--- src/rtl/apb_master_bridge_pkg.sv ---
`default_nettype none
// +----------------------------------------------------------------------+
// | apb_master_bridge_pkg : shared types for the APB master bridge       |
// | Rev 1.0                                                              |
// +----------------------------------------------------------------------+
package apb_master_bridge_pkg;

   localparam int ADDR_W_DEF = 8;
   localparam int DATA_W_DEF = 32;

   typedef enum logic [1:0] {
      IDLE   = 2'd0,
      SETUP  = 2'd1,
      ACCESS = 2'd2,
      RESP   = 2'd3
   } apb_mst_state_e;

   typedef struct packed {
      logic                  write;
      logic [ADDR_W_DEF-1:0] addr;
      logic [DATA_W_DEF-1:0] wdata;
   } apb_cmd_s;

   typedef struct packed {
      logic [DATA_W_DEF-1:0] rdata;
      logic                  slverr;
      logic                  timeout;
   } apb_rsp_s;

endpackage
`default_nettype wire

--- src/rtl/apb_timeout_cnt.sv ---
`default_nettype none
// +----------------------------------------------------------------------+
// | apb_timeout_cnt : counts ACCESS cycles, flags the last allowed one   |
// | Rev 1.0                                                              |
// +----------------------------------------------------------------------+
module apb_timeout_cnt #(
   parameter int TIMEOUT = 16
) (
   input  logic clk,
   input  logic rst,
   input  logic i_clear,
   input  logic i_enable,
   output logic o_expire
);

   generate
      if (TIMEOUT > 0) begin : g_timeout
         localparam int                c_CNT_W = $clog2(TIMEOUT + 1);
         localparam logic [c_CNT_W-1:0] c_LAST = c_CNT_W'(TIMEOUT - 1);

         logic [c_CNT_W-1:0] r_count;

         always_ff @(posedge clk) begin
            if (rst || i_clear)
               r_count <= '0;
            else if (i_enable)
               r_count <= r_count + c_CNT_W'(1);
         end

         // Expires during the TIMEOUT-th enabled cycle
         assign o_expire = i_enable && (r_count == c_LAST);
      end else begin : g_no_timeout
         assign o_expire = 1'b0;
      end
   endgenerate

endmodule
`default_nettype wire

--- src/rtl/apb_master_bridge.sv ---
`default_nettype none
// +----------------------------------------------------------------------+
// | apb_master_bridge : valid/ready command channel to APB3 master       |
// | Rev 1.0                                                              |
// +----------------------------------------------------------------------+
module apb_master_bridge
   import apb_master_bridge_pkg::*;
#(
   parameter int ADDR_W  = ADDR_W_DEF,
   parameter int DATA_W  = DATA_W_DEF,
   parameter int TIMEOUT = 16
) (
   input  logic              pclk,
   input  logic              presetn,
   input  logic              cmd_valid,
   output logic              cmd_ready,
   input  logic              cmd_write,
   input  logic [ADDR_W-1:0] cmd_addr,
   input  logic [DATA_W-1:0] cmd_wdata,
   output logic              rsp_valid,
   input  logic              rsp_ready,
   output logic [DATA_W-1:0] rsp_rdata,
   output logic              rsp_slverr,
   output logic              rsp_timeout,
   output logic              psel,
   output logic              penable,
   output logic              pwrite,
   output logic [ADDR_W-1:0] paddr,
   output logic [DATA_W-1:0] pwdata,
   input  logic [DATA_W-1:0] prdata,
   input  logic              pready,
   input  logic              pslverr
);

   apb_mst_state_e r_state;
   apb_mst_state_e w_next;
   logic           w_in_access;
   logic           w_expire;

   assign w_in_access = (r_state == ACCESS);
   assign cmd_ready   = presetn && (r_state == IDLE);

   apb_timeout_cnt #(
      .TIMEOUT (TIMEOUT)
   ) u_timeout_cnt (
      .clk      (pclk),
      .rst      (!presetn),
      .i_clear  (!w_in_access),
      .i_enable (w_in_access),
      .o_expire (w_expire)
   );

   always_comb begin
      w_next = r_state;
      case (r_state)
         IDLE:    if (cmd_valid)           w_next = SETUP;
         SETUP:                            w_next = ACCESS;
         ACCESS:  if (pready || w_expire)  w_next = RESP;
         RESP:    if (rsp_ready)           w_next = IDLE;
         default:                          w_next = IDLE;
      endcase
   end

   // APB and response strobes are decoded from the next state so they are registered
   always_ff @(posedge pclk) begin
      if (!presetn) begin
         r_state     <= IDLE;
         psel        <= 1'b0;
         penable     <= 1'b0;
         pwrite      <= 1'b0;
         paddr       <= '0;
         pwdata      <= '0;
         rsp_valid   <= 1'b0;
         rsp_rdata   <= '0;
         rsp_slverr  <= 1'b0;
         rsp_timeout <= 1'b0;
      end else begin
         r_state   <= w_next;
         psel      <= (w_next == SETUP) || (w_next == ACCESS);
         penable   <= (w_next == ACCESS);
         rsp_valid <= (w_next == RESP);

         if (r_state == IDLE && cmd_valid) begin
            paddr  <= cmd_addr;
            pwrite <= cmd_write;
            pwdata <= cmd_wdata;
         end

         // pready wins over a coincident timeout
         if (w_in_access) begin
            if (pready) begin
               rsp_rdata   <= pwrite ? '0 : prdata;
               rsp_slverr  <= pslverr;
               rsp_timeout <= 1'b0;
            end else if (w_expire) begin
               rsp_rdata   <= '0;
               rsp_slverr  <= 1'b1;
               rsp_timeout <= 1'b1;
            end
         end
      end
   end

endmodule
`default_nettype wire

--- config.mk ---
export PLATFORM = sky130hd
export DESIGN_NAME = apb_master_bridge
export DESIGN_NICKNAME = d
export VERILOG_FILES = /design/src/rtl/apb_master_bridge_pkg.sv /design/src/rtl/apb_timeout_cnt.sv /design/src/rtl/apb_master_bridge.sv
export SDC_FILE = /design/constraint.sdc
export NUM_CORES = 1
export LEC_CHECK = 0
export ABC_AREA = 0
export CAP_MARGIN = 20
export CORE_MARGIN = 4
export CORE_UTILIZATION = 41
export DETAILED_ROUTE_END_ITERATION = 6
export HOLD_SLACK_MARGIN = 0.02
export PLACE_DENSITY_LB_ADDON = 0.05
export RECOVER_POWER = 50
export SLEW_MARGIN = 15
export SYNTH_ARGS = -nofsm -noshare
export SYNTH_HDL_FRONTEND = slang
export SYNTH_HIERARCHICAL = 1
export SYNTH_SLANG_ARGS = --single-unit
--- constraint.sdc ---
create_clock -name pclk -period 2.9 [get_ports pclk]
set_input_delay 0.58 -clock pclk [delete_from_list [all_inputs] [get_ports pclk]]
set_output_delay 0.58 -clock pclk [all_outputs]
set_load 0.03 [all_outputs]
==> impl_summary.md <==
Power and ir drop
The internal power of the cells totals between 1.5 and 2 mW. The switching component of the power is 701 uW. The share of power burned in combinational logic is 20.2%. Net switching is 27.4% of the power. Sequential cells burn 49.1% of the power. The clock network is responsible for between 30% and 40% of the overall power. The power density normalized to cell area is between 500 and 600 mW/mm^2.

Summed over all cells, the static leakage comes to a little under 2 nW. The power consumption is 2.56 mW. VDD sags by at most 0.000426 V.

Timing
Setup repair after global routing left no endpoint under its margin. Setup violations remaining at the end of the flow were counted as 0. The tightest hold path in the finished design has a slack of 0.456 ns. The actual slew at the worst max-slew pin is roughly 0.9 ns. The portion of the clock cycle consumed by the worst path in the final layout is 77.9%.

The upper clock frequency limit is ~440 MHz. The clock period minus final worst setup slack is roughly 2.3 ns. Across all setup checks in the final design, the least slack found is 0.642 ns. On the final layout, the worst clock skew is 0.00770 ns. The final max-slew violation count is 0.

Setup total negative slack on the finished layout was measured at 0 ns. Headroom to the max-slew limit came out at about 39%. The number of hold violations in the final report is 0.

Synth
The post-synthesis net count is 469. The synthesized design spends more area on one cell type than any other, namely dfxtp_1. The count of flip-flops with a built-in enable after synthesis is 0. Summing every instance area after synthesis gives 0.00335 mm^2. The dominant register cell in the synthesized netlist is dfxtp_1.

Sorting the synthesized cells by area gives the leading types as dfxtp_1 51%, nand2_1 8.5%, a31o_1 8.4%. The post-synthesis cell count is 386. The average instance in the mapped netlist occupies 8.68 um^2.

The flip-flop and latch count after synthesis is 85. The number of warnings reported in the yosys synthesis log is 6. Of the synthesized area, sequential elements account for 50.8%.

The share of synthesized area in the top cell type comes to between 50% and 60%. For this run, asynchronously set or reset flops after synthesis account for 0%. Synthesis instantiated 32 different standard cells from the library.

Worst setup path
Setup slack on the worst reg-to-reg path comes out at 0.64 ns. Data arrives at the worst endpoint at about 2.5 ns. The dominant cell type by count on the critical path is ha_1.

The start of the worst register-to-register path is u_timeout_cnt/g_timeout.r_count[0]. STA puts the critical path data required time at 3.14 ns. The type of the worst setup path is reg2reg. The worst-path maximum fanout is 3. The critical path's top delay family is simple AND/OR/NAND/NOR gates.

The worst setup path startpoint is u_timeout_cnt/g_timeout.r_count[0]. The length in cells of the worst reg-to-reg path is 9. The highest-delay cell along the critical path is dfxtp_1. STA classifies the critical path startpoint as a flip-flop. The reg-to-reg critical path endpoint is rsp_valid. Traced cell by cell, the critical path runs through ha_1 > and3_1 > ha_1 > and2_0 > or3_1 > a31oi_1 > inv_1 > ha_1 > and2_1. The number of buffers and inverters on the critical path is 1. The category of the worst setup path capture point is a flip-flop.

The maximum cell stage delay along the critical path is 0.35 ns.

Hold path
The tightest min-delay check is of the reg2reg type. The worst hold path depth is 2. For hold timing, the worst endpoint is pwdata[17]. The launch instance of the worst min-delay path is pwdata[17].

Clock tree
The clock net in this run drives a total of 85 sinks. The TritonCTS clock tree is done. The clock reaches the later pin of the worst-skew pair after 0.34 ns. The clock-pin transition on the worst setup and hold timing paths is 0.08 ns. Counting along the longest clock path gives a buffer depth of 2. The number of buffers inserted by hold repair at cts is 0. The total CTS buffers is 9. The number of gates resized after CTS was 0. The maximum level of the CTS H-tree is 3. The buffer cell driving the clock tree root is clkbuf_8. The number of buffers added for setup after CTS is 0.

Floorplanning
The starting density of the core is 42.7%. The core region area is 0.00785 mm^2. The die boundary height is 98.4 um.

The top-level I/O count is 158. The floorplan step defined a die boundary enclosing 0.00968 mm^2. The floorplan step set the die width to between 90 and 100 um. The floorplan has 32 rows.

Final layout
The number of antenna diodes is 0. The most common cell after layout, fill and taps aside is clkdlybuf4s50_1. The cell area after layout is 0.00508 mm^2. Excluding fillers, the count of instances in the completed layout stands at 626. The top cell types in the final layout, fill and taps aside, are 123 x clkdlybuf4s50_1, 85 x dfxtp_1, 76 x nand2_1, 41 x nand3_1, 39 x o21ai_0.

The layout has 694 filler cells. The post-synthesis to final-layout area growth is 51.6%. The net count of the finished layout is about 600. The end-of-flow core utilization is 64.7%.

The post-route netlist has 4.77% of its cells at a drive strength greater than 1.

Route
The post-detailed-route via-to-cell ratio is between 4 and 5. The pre-antenna-repair detailed-routing pass consisted of 4 iterations. The residual DRC count is 0. For this block, the via count after detailed routing is 3115.

The average routed wire per standard cell is 14.4 um. The number of DRC markers after the initial detailed-route iteration is 133. The total length of routed wires is 9.02 mm.

Once detail routing completed, the nets flagged for antenna violations numbered 0.

Placement
After legalization and detailed placement, the total HPWL measured 6.26 mm. The final estimated routing congestion in global placement is 0.748. The count of input and output buffers is 157.

In this run the cell area measured after placement is 0.00492 mm^2. The worst slack after detailed placement is around 0.68 ns. Counting tap cells, the placed design contains a total of 614 instances.

Outcome
The run finished with clean final reports.

GRT
The initial antenna violation count is 0. The number of global-route vias before repair is just under 3000. The first global-routing pass estimated 14.7 mm of wire. Global routing consumed, over all layers together, between 10% and 20% of the routing resources. The remaining global-route overflow is 0.

The largest net degree at the start of global routing is 83.

Run
The max-cap violation count is 0.
[routing by layer]
| layer | GRT usage, % | vias to the layer above | wire (um) |
|---|---|---|---|
| li1 | - | 1601 | - |
| met1 | 24.2 | 1408 | 4080 |
| met2 | 29.3 | 97 | 4150 |
| met3 | 5.43 | 9 | 652 |
| met4 | 6.30 | 0 | 128 |
| met5 | 0 | - | 0 |
[logic make-up after synthesis]
group / after synthesis / share of synthesized area [%]
AND/OR/NAND/NOR: 140 / 19.1
multiplexers: 3 / 1.08
flip-flops: 85 / 50.8
AO/OA/AOI/OAI: 111 / 20.8
buffers and inverters: 42 / 6.53
adder cells (fa/ha/maj): 4 / 1.49
XOR/XNOR: 1 / 0.261
[sequential cells by signal, summed over array words and instances (netlist names)]
name                             count
rsp_valid                            1
rsp_timeout                          1
rsp_rdata                           32
r_state                              2
psel                                 1
pwrite                               1
u_timeout_cnt/g_timeout.r_count      5
rsp_slverr                           1
pwdata                              32
penable                              1
paddr                                8
[layout make-up]
type	instances	area, um^2	area share (%)
inverter	4	15.0	0.296
clock buffer	10	138	2.71
timing repair buffer	164	1630	32.1
tap	102	128	2.51
multi-input combinational	259	1430	28.1
clock inverter	2	37.5	0.739
sequential	85	1700	33.5
[worst max-delay path by stage]
| stage | endpoint | depth (start not counted) |
|---|---|---|
| floorplan | cmd_ready | 4 |
| global placement | rsp_valid | 6 |
| detailed placement | rsp_valid | 9 |
| CTS | cmd_ready | 2 |
| global route | u_timeout_cnt/g_timeout.r_count[4] | 5 |
| finish | rsp_valid | 9 |
[tightest hold or removal path: stages, from the launching register on]
cell and delay [ns]:
dfxtp_1 0.32, nand2_1 0.05, o21ai_1 0.05
[power by group through the flow]
stage          logic, mW  registers, mW  clock network (mW)
6_report           0.517           1.26               0.784
5_1_grt            0.558           1.27               0.859
4_1_cts            0.545           1.26               0.812
3_5_place_dp       0.543           1.29                   0
3_3_place_gp       0.540           1.29                   0
2_1_floorplan      0.177           1.40                   0
[cells in the mapped netlist (3+ instances only)]
cell type  number
nor3b_1         3
dfxtp_1        85
clkbuf_1       17
buf_6           6
nand3_1        41
a21oi_1        34
o21ai_1        41
buf_2          13
ha_1            4
nand2_1        76
and2_1          4
inv_1           3
a31o_1         32
nor2_1          6
Power figures use the tool's default switching activity.
